<file path="config.mk">
export PLATFORM = sky130hd
export DESIGN_NAME = int_sequencer
export DESIGN_NICKNAME = d
export VERILOG_FILES = /design/src/rtl/int_sequencer_pkg.sv /design/src/rtl/int_sequencer_sync_ff.sv /design/src/rtl/int_sequencer.sv
export SDC_FILE = /design/constraint.sdc
export NUM_CORES = 1
export LEC_CHECK = 0
export CORE_MARGIN = 2
export CORE_UTILIZATION = 32
export CTS_CLUSTER_SIZE = 10
export DETAILED_ROUTE_END_ITERATION = 8
export SYNTH_ARGS = -nofsm -noshare
export SYNTH_HDL_FRONTEND = slang
export SYNTH_HIERARCHICAL = 1
export SYNTH_SLANG_ARGS = --single-unit
</file>
<file path="constraint.sdc">
create_clock -name clk -period 2.25 [get_ports clk]
set_input_delay 0.45 -clock clk [delete_from_list [all_inputs] [get_ports clk]]
set_output_delay 0.45 -clock clk [all_outputs]
set_load 0.005 [all_outputs]
</file>
<file path="src/rtl/int_sequencer_pkg.sv">
// Shared encodings for the interrupt/reset sequencer: request sources,
// vector addresses and FSM states.
package int_pkg;

    typedef enum logic [1:0] {
        SRC_NONE = 2'b00,
        SRC_IRQ  = 2'b01,
        SRC_NMI  = 2'b10,
        SRC_RST  = 2'b11
    } src_t;

    localparam logic [15:0] VEC_NMI = 16'hFFFA;
    localparam logic [15:0] VEC_RST = 16'hFFFC;
    localparam logic [15:0] VEC_IRQ = 16'hFFFE;

    typedef enum logic [1:0] {
        HOLD,
        IDLE,
        REQ
    } state_t;

    function automatic logic [15:0] vec_for(input src_t src);
        logic [15:0] vec;
        vec = '0;
        case (src)
            SRC_IRQ:  vec = VEC_IRQ;
            SRC_NMI:  vec = VEC_NMI;
            SRC_RST:  vec = VEC_RST;
            default:  vec = '0;
        endcase
        return vec;
    endfunction

endpackage

</file>
<file path="src/rtl/int_sequencer_sync_ff.sv">
// Multi-flop synchroniser for an asynchronous active-low pin; resets to the
// inactive (high) level so no spurious edge is seen after reset.
module sync_ff #(
    parameter int unsigned DEPTH = 2
) (
    input  logic clk,
    input  logic rst,
    input  logic d,
    output logic q
);

    logic [DEPTH-1:0] stages;

    always_ff @(posedge clk) begin
        if (rst) begin
            stages <= '1;
        end else begin
            stages <= {stages[DEPTH-2:0], d};
        end
    end

    assign q = stages[DEPTH-1];

endmodule

</file>
<file path="src/rtl/int_sequencer.sv">
// Interrupt and reset sequencer: synchronises NMI/IRQ pins, runs the startup
// hold and presents one registered request (RESET > NMI > IRQ) to control.
module int_sequencer
    import int_pkg::*;
#(
    parameter int unsigned RST_CYCLES  = 6,
    parameter int unsigned SYNC_STAGES = 2
) (
    input  logic        clk,
    input  logic        rst,
    input  logic        nmi_n,
    input  logic        irq_n,
    input  logic [7:0]  P_in,
    input  logic        fetch_boundary,
    input  logic        int_ack,
    output logic        int_req,
    output logic [1:0]  int_src,
    output logic [15:0] vec_addr,
    output logic        cpu_hold
);

    localparam logic [3:0] CNT_INIT = 4'(RST_CYCLES - 1);

    logic       nmi_s;
    logic       irq_s;
    logic       nmi_prev;
    logic       nmi_pend;
    logic       nmi_fall;
    logic       irq_cond;
    logic [3:0] cnt;
    state_t     state;
    src_t       src_q;
    logic       unused_p;

    sync_ff #(.DEPTH(SYNC_STAGES)) u_sync_nmi (
        .clk (clk),
        .rst (rst),
        .d   (nmi_n),
        .q   (nmi_s)
    );

    sync_ff #(.DEPTH(SYNC_STAGES)) u_sync_irq (
        .clk (clk),
        .rst (rst),
        .d   (irq_n),
        .q   (irq_s)
    );

    assign nmi_fall = nmi_prev & ~nmi_s;
    assign irq_cond = ~irq_s & ~P_in[2];
    assign unused_p = ^{P_in[7:3], P_in[1:0]};

    always_ff @(posedge clk) begin
        if (rst) begin
            state    <= HOLD;
            cnt      <= CNT_INIT;
            nmi_prev <= 1'b1;
            nmi_pend <= 1'b0;
            int_req  <= 1'b0;
            src_q    <= SRC_NONE;
            vec_addr <= '0;
            cpu_hold <= 1'b1;
        end else begin
            nmi_prev <= nmi_s;

            // A fresh edge coinciding with the NMI ack must not be lost: set wins.
            if (state == REQ && int_ack && src_q == SRC_NMI) begin
                nmi_pend <= 1'b0;
            end
            if (nmi_fall) begin
                nmi_pend <= 1'b1;
            end

            case (state)
                HOLD: begin
                    if (cnt == 4'd0) begin
                        state    <= REQ;
                        cpu_hold <= 1'b0;
                        int_req  <= 1'b1;
                        src_q    <= SRC_RST;
                        vec_addr <= vec_for(SRC_RST);
                    end else begin
                        cnt <= cnt - 4'd1;
                    end
                end
                IDLE: begin
                    if (fetch_boundary && (nmi_pend || irq_cond)) begin
                        state   <= REQ;
                        int_req <= 1'b1;
                        if (nmi_pend) begin
                            src_q    <= SRC_NMI;
                            vec_addr <= vec_for(SRC_NMI);
                        end else begin
                            src_q    <= SRC_IRQ;
                            vec_addr <= vec_for(SRC_IRQ);
                        end
                    end
                end
                REQ: begin
                    if (int_ack) begin
                        state    <= IDLE;
                        int_req  <= 1'b0;
                        src_q    <= SRC_NONE;
                        vec_addr <= '0;
                    end
                end
                default: begin
                    state <= HOLD;
                    cnt   <= CNT_INIT;
                end
            endcase
        end
    end

    assign int_src = src_q;

endmodule

</file>
==> results of run 1 <==
[how the worst max path moves through the flow]
stage,slack [ps],startpoint,end,cells after the start
2_1_floorplan,490,cnt[0],state[1],6
3_3_place_gp,210,P_in[2],state[1],5
3_5_place_dp,200,P_in[2],state[1],5
4_1_cts,310,int_req,vec_addr[3],1
5_1_grt,120,cnt[0],int_req,6
6_report,330,cnt[0],int_req,6
[synth_stat cells (2+ instances only)]
cell and n:
nand2_1 3, clkbuf_1 2, inv_1 5, ha_1 6
o21ai_0 7, nor2_1 6, or2_1 4, a21o_1 2
a211oi_1 2, a21oi_1 10, xnor2_1 2, buf_4 15
dfxtp_1 17, nor2b_1 3, or3_1 2
[cell families (layout without fill, tap and decap cells)]
logic type,count (synthesis),after routing
xor+xnor,2,2
buf+inv,22,34
flops,17,17
simple gates,27,27
other cells,1,1
fa+ha+maj,6,6
compound gates,27,27
[state kept, by name, summed over array words and instances, names as in the netlist]
| register | flops |
|---|---|
| int_src | 2 |
| int_req | 1 |
| u_sync_irq/stages | 2 |
| cnt | 4 |
| state | 2 |
| cpu_hold | 1 |
| vec_addr | 1 |
| nmi_pend | 1 |
| nmi_prev | 1 |
| u_sync_nmi/stages | 2 |
[critical path, stage by stage (launching register included)]
cell,delay (ps)
dfxtp_1,340
inv_1,60
ha_1,190
or3b_4,420
a211oi_1,450
a21oi_1,130
a311oi_1,250
[layout make-up]
type / instances / area, sq um
sequential: 17 / 340
fill: 282 / 1610
timing repair buffer: 25 / 250
inverter: 5 / 18.8
tap: 31 / 38.8
multi-input combinational: 63 / 422
clock buffer: 3 / 22.5
clock inverter: 1 / 5.00
[metal layers]
metal  vias up  wire (um)  GRT usage [%]  share of wire, %
li1        357          -              -                 -
met1       317        758           12.6                48
met2        27        718           18.6                46
met3         0        101           4.76               6.4
met4         0          0          0.997                 0
met5         -          0              0                 0
[where the power goes]
part           switching, uW  internal (uW)
registers               67.8            357
clock network           99.8           66.1
logic                    201            362
total                    369            785
[through the flow]
step	hold WS, ps	area, sq um
after floorplan	383	901
after global placement	387	1070
after detailed placement	398	1070
after CTS	424	1100
after global routing	446	1100
final	416	1100
==> impl_metrics.yaml, run 1 <==
clocking:
  cts_sinks: 17
  cts_root_buffer: "clkbuf_4"
  cts_resized: 0
  postCtsHoldBufs: 0
  cts_max_level: 1
  clk_latency_ps: 290
  cts_buffer_depth: 2
  post_cts_buffers: 0
  cts-buffers-inserted: 3
  cts_tree: "done"
  path_clk_slew_ps: 100
logic_synthesis:
  synth.area.top_cells: "dfxtp_1 38%, buf_4 13%, ha_1 8.3%, a21oi_1 5.6%, o21ai_0 3.9%"
  seq_area_frac_synth_pct: 37.8
  synth_compound_area_share_pct: 18.6
  synth-simple-area-share_pct: 17.5
  synth_area_per_cell_sq_um: 8.83
  yosysUniqueCellTypes: 31
  yosysWarningCount: 6
  syn_nets: 122
  synth_seq_cells: 17
  synthMuxAreaShare_pct: 0
  synth_top_family_by_area: "compound AO/OA/AOI/OAI gates"
  synth_fa_ha_area_share_pct: 8.33
  netlist_instances: 102
  yosysTopAreaCellShare_pct: 37.8
  synthXorXnorAreaFrac_pct: 1.94
  netlist_area_sq_um: 901
  yosys.area.top_type: "dfxtp_1"
  synth-main-ff-cell: "dfxtp_1"
  synth_edf_count: 0
  ys_async_sr_fraction_pct: 0
detailed_routing:
  drc: 0
  drt-vias-per-instance: 4.83
  drtAntennaViolNets: 0
  drt-total-wl_um: 1580
  via_count: 701
  wire_per_inst_um: 10.9
  drt_first_pass_iters: 4
  drt_iter0_markers: 13
setup_path:
  required_ps: 2450
  cp_max_fo: 4
  regToRegStartpoint: "cnt[0]"
  timing.rr.end: "int_req"
  crit_path_end_kind: "flip-flop"
  regToRegSetupSlack_ps: 330
  worst-setup-path-type: "flip-flop to flip-flop"
  reg2regPathDepth: 6
  worstPathArrival_ps: 2120
  cp-start-kind: "flip-flop"
sta:
  fin_crit_ps: 1920
  rsz0062_at_grt: "no"
  drv_slew: 0
  layout_setup_ws_ps: 329
  fmax_mhz: 521
  relSlewSlack_pct: 64.6
  setup_viol: 0
  tightest_slew_ps: 529
  finalHoldViolCount: 0
  finClkSkew_ps: 1.77
  finalSetupTns_ps: 0
  finalCritPeriodShare_pct: 85.4
worst_hold_path:
  hold_depth: 1
  worstHoldPathType: "flip-flop to flip-flop"
  min_to: "u_sync_nmi/stages[1]"
  hold_path.startpoint: "u_sync_nmi/stages[0]"
grt:
  grt_overflow: 0
  first_global_vias: 634
  grt_max_degree: 17
  grt_pass1_wl_um: 2770
  antenna_found_initial: 0
  track_usage_pct: 10.7
outcome:
  outcome: "completed"
power_and_ir_drop:
  power.total_uw: 1150
  peakVddDrop_v: 0.000639
  power.leakage_uw: 0.000408
  p_per_area_mw_per_mm2: 1050
die:
  die_area_sq_mm: 0.00326
  coreArea_sq_mm: 0.00271
  fp.dieH_um: 57.1
  die_x_um: 57.1
  start_util_pct: 33.2
  rows: 19
  ios: 34
cells_and_area:
  most-common-layout-cells: "25 x clkdlybuf4s50_1, 17 x dfxtp_1, 10 x a21oi_1, 7 x o21ai_0"
  fin_util_pct: 40.5
  stdcell_count: 145
  drive_above_1_share_pct: 7.89
  syn_to_final_growth_pct: 21.8
  final_common_cell: "clkdlybuf4s50_1"
  nets: 135
  insertedDiodeCount: 0
placement:
  hpwlAfterDp_um: 1180
  dp_cells: 141
  dp_slack_ps: 195
  gp_congestion: 0.830
  place.port_buffers: 25
flow_run:
  max_cap_violations: 0
Power figures use the tool's default switching activity.
==> run 2: changes to the inputs <==
Settings changed: CORE_MARGIN 2 to 8, REMOVE_ABC_BUFFERS set to 1, SLEW_MARGIN set to 20.
==> impl_metrics.yaml, run 2 (synthesis gave the netlist of run 1 again) <==
grt:
  grt_pass1_wl_um: 3040
  track_usage_pct: 7.30
  grt_overflow: 0
  first_global_vias: 694
  antenna_found_initial: 0
  grt_max_degree: 17
sta:
  drv_slew: 0
  finClkSkew_ps: 10.8
  rsz0062_at_grt: "no"
  finalSetupTns_ps: 0
  relSlewSlack_pct: 62.2
  fmax_mhz: 520
  tightest_slew_ps: 565
  finalHoldViolCount: 0
  fin_crit_ps: 1920
  finalCritPeriodShare_pct: 85.4
  setup_viol: 0
setup_path:
  crit_slowest_cell: "or3b_4"
  worst-setup-path-type: "flip-flop to flip-flop"
  crit_path_end_kind: "flip-flop"
  timing.critical_path.buf_inv: 1
  cp_max_fo: 4
  critPathMaxStageDelay_ps: 420
  cp-start-kind: "flip-flop"
  crit_family: "simple AND/OR/NAND/NOR gates"
  path_cells: "inv_1 -> ha_1 -> or3b_4 -> a211o_1 -> or3_1 -> a21oi_1"
  worstPathArrival_ps: 2150
  required_ps: 2480
clocking:
  path_clk_slew_ps: 110
  cts_sinks: 17
  cts-buffers-inserted: 3
  cts_root_buffer: "clkbuf_4"
  cts_max_level: 1
  postCtsHoldBufs: 0
  cts_resized: 0
  cts_buffer_depth: 2
  cts_tree: "done"
  clk_latency_ps: 300
  post_cts_buffers: 0
die:
  ios: 34
  rows: 19
  die_area_sq_mm: 0.00477
  coreArea_sq_mm: 0.00271
  die_x_um: 69.1
  start_util_pct: 33.2
  fp.dieH_um: 69.1
cells_and_area:
  largest_reg_flops: 4
  most-common-layout-cells: "25 x clkdlybuf4s50_1, 17 x dfxtp_1, 10 x a21oi_1, 7 x o21ai_0"
  nFillCells: 285
  final_common_cell: "clkdlybuf4s50_1"
  regMostFlops: "cnt"
  nets: 135
  syn_to_final_growth_pct: 22.1
  drive_above_1_share_pct: 7.89
  stdcell_count: 145
  multi_input_area_sq_um: 422
  regArea_sq_um: 340
  insertedDiodeCount: 0
detailed_routing:
  drt-vias-per-instance: 4.83
  drt-total-wl_um: 1750
  via_count: 701
  drc: 0
  drt_iter0_markers: 10
  drtAntennaViolNets: 0
  wire_per_inst_um: 12.1
  drt_first_pass_iters: 4
worst_hold_path:
  worstHoldPathType: "flip-flop to flip-flop"
placement:
  place.port_buffers: 25
  gp_congestion: 0.759
  dp_cells: 141
  hpwlAfterDp_um: 1350
power_and_ir_drop:
  peakVddDrop_v: 0.000773
  p_per_area_mw_per_mm2: 1060
  power.leakage_uw: 0.000404
flow_run:
  max_cap_violations: 0
outcome:
  outcome: "completed"
run 2: worst register-to-register path: stages, from the launching register on:
cell     delay, ps
dfxtp_1        350
inv_1           60
ha_1           190
or3b_4         420
a211o_1        350
or3_1          350
a21oi_1        140
run 2: power by group:
part / internal [uW] / total [uW] / switching [uW]
registers: 357 / 423 / 66.7
clock network: 67.7 / 174 / 106
logic: 363 / 568 / 205
total: 787 / 1160 / 378
run 2: final cells by class:
cell class	count	share of cell area, %
Tap cell	31	3.53
Timing Repair Buffer	25	22.8
Clock inverter	1	0.683
Clock buffer	3	2.05
Sequential cell	17	30.9
Inverter	5	1.71
Multi-Input combinational cell	63	38.3
run 2: final timing paths:
kind | startpoint | end | slack, ps | cells past startpoint
worst min register to register | u_sync_nmi/stages[0] | u_sync_nmi/stages[1] | 410 | 1
worst max-delay path | cnt[0] | int_src[1] | 330 | 6
worst max register to register | cnt[0] | int_src[1] | 330 | 6
worst min-delay path | u_sync_nmi/stages[0] | u_sync_nmi/stages[1] | 410 | 1
run 2: stage by stage:
stage / util (%) / worst slack [ps] / power, uW / hold WS, ps / instance area, sq um
6_report: 40.6 / 328 / 1160 / 414 / 1100
5_1_grt: 40.6 / 179 / 1270 / 448 / 1100
4_1_cts: 40.6 / 307 / 1190 / 415 / 1100
3_5_place_dp: 39.5 / 192 / 1010 / 390 / 1070
3_3_place_gp: 39.5 / 217 / 995 / 386 / 1070
2_1_floorplan: - / 491 / 668 / 383 / 781
run 2: metal layers:
layer / vias to the layer above / global-route usage [%] / wire length, um
li1: 359 / - / -
met1: 320 / 7.03 / 787
met2: 20 / 13.1 / 802
met3: 2 / 4.72 / 153
met4: 0 / 0.683 / 9
met5: - / 0 / 0
==> run 3: changes to the inputs <==
Settings changed: CAP_MARGIN set to 20.
==> results of run 3 <==
Same layout as run 2: the final DEF is identical, and so are final timing and power.
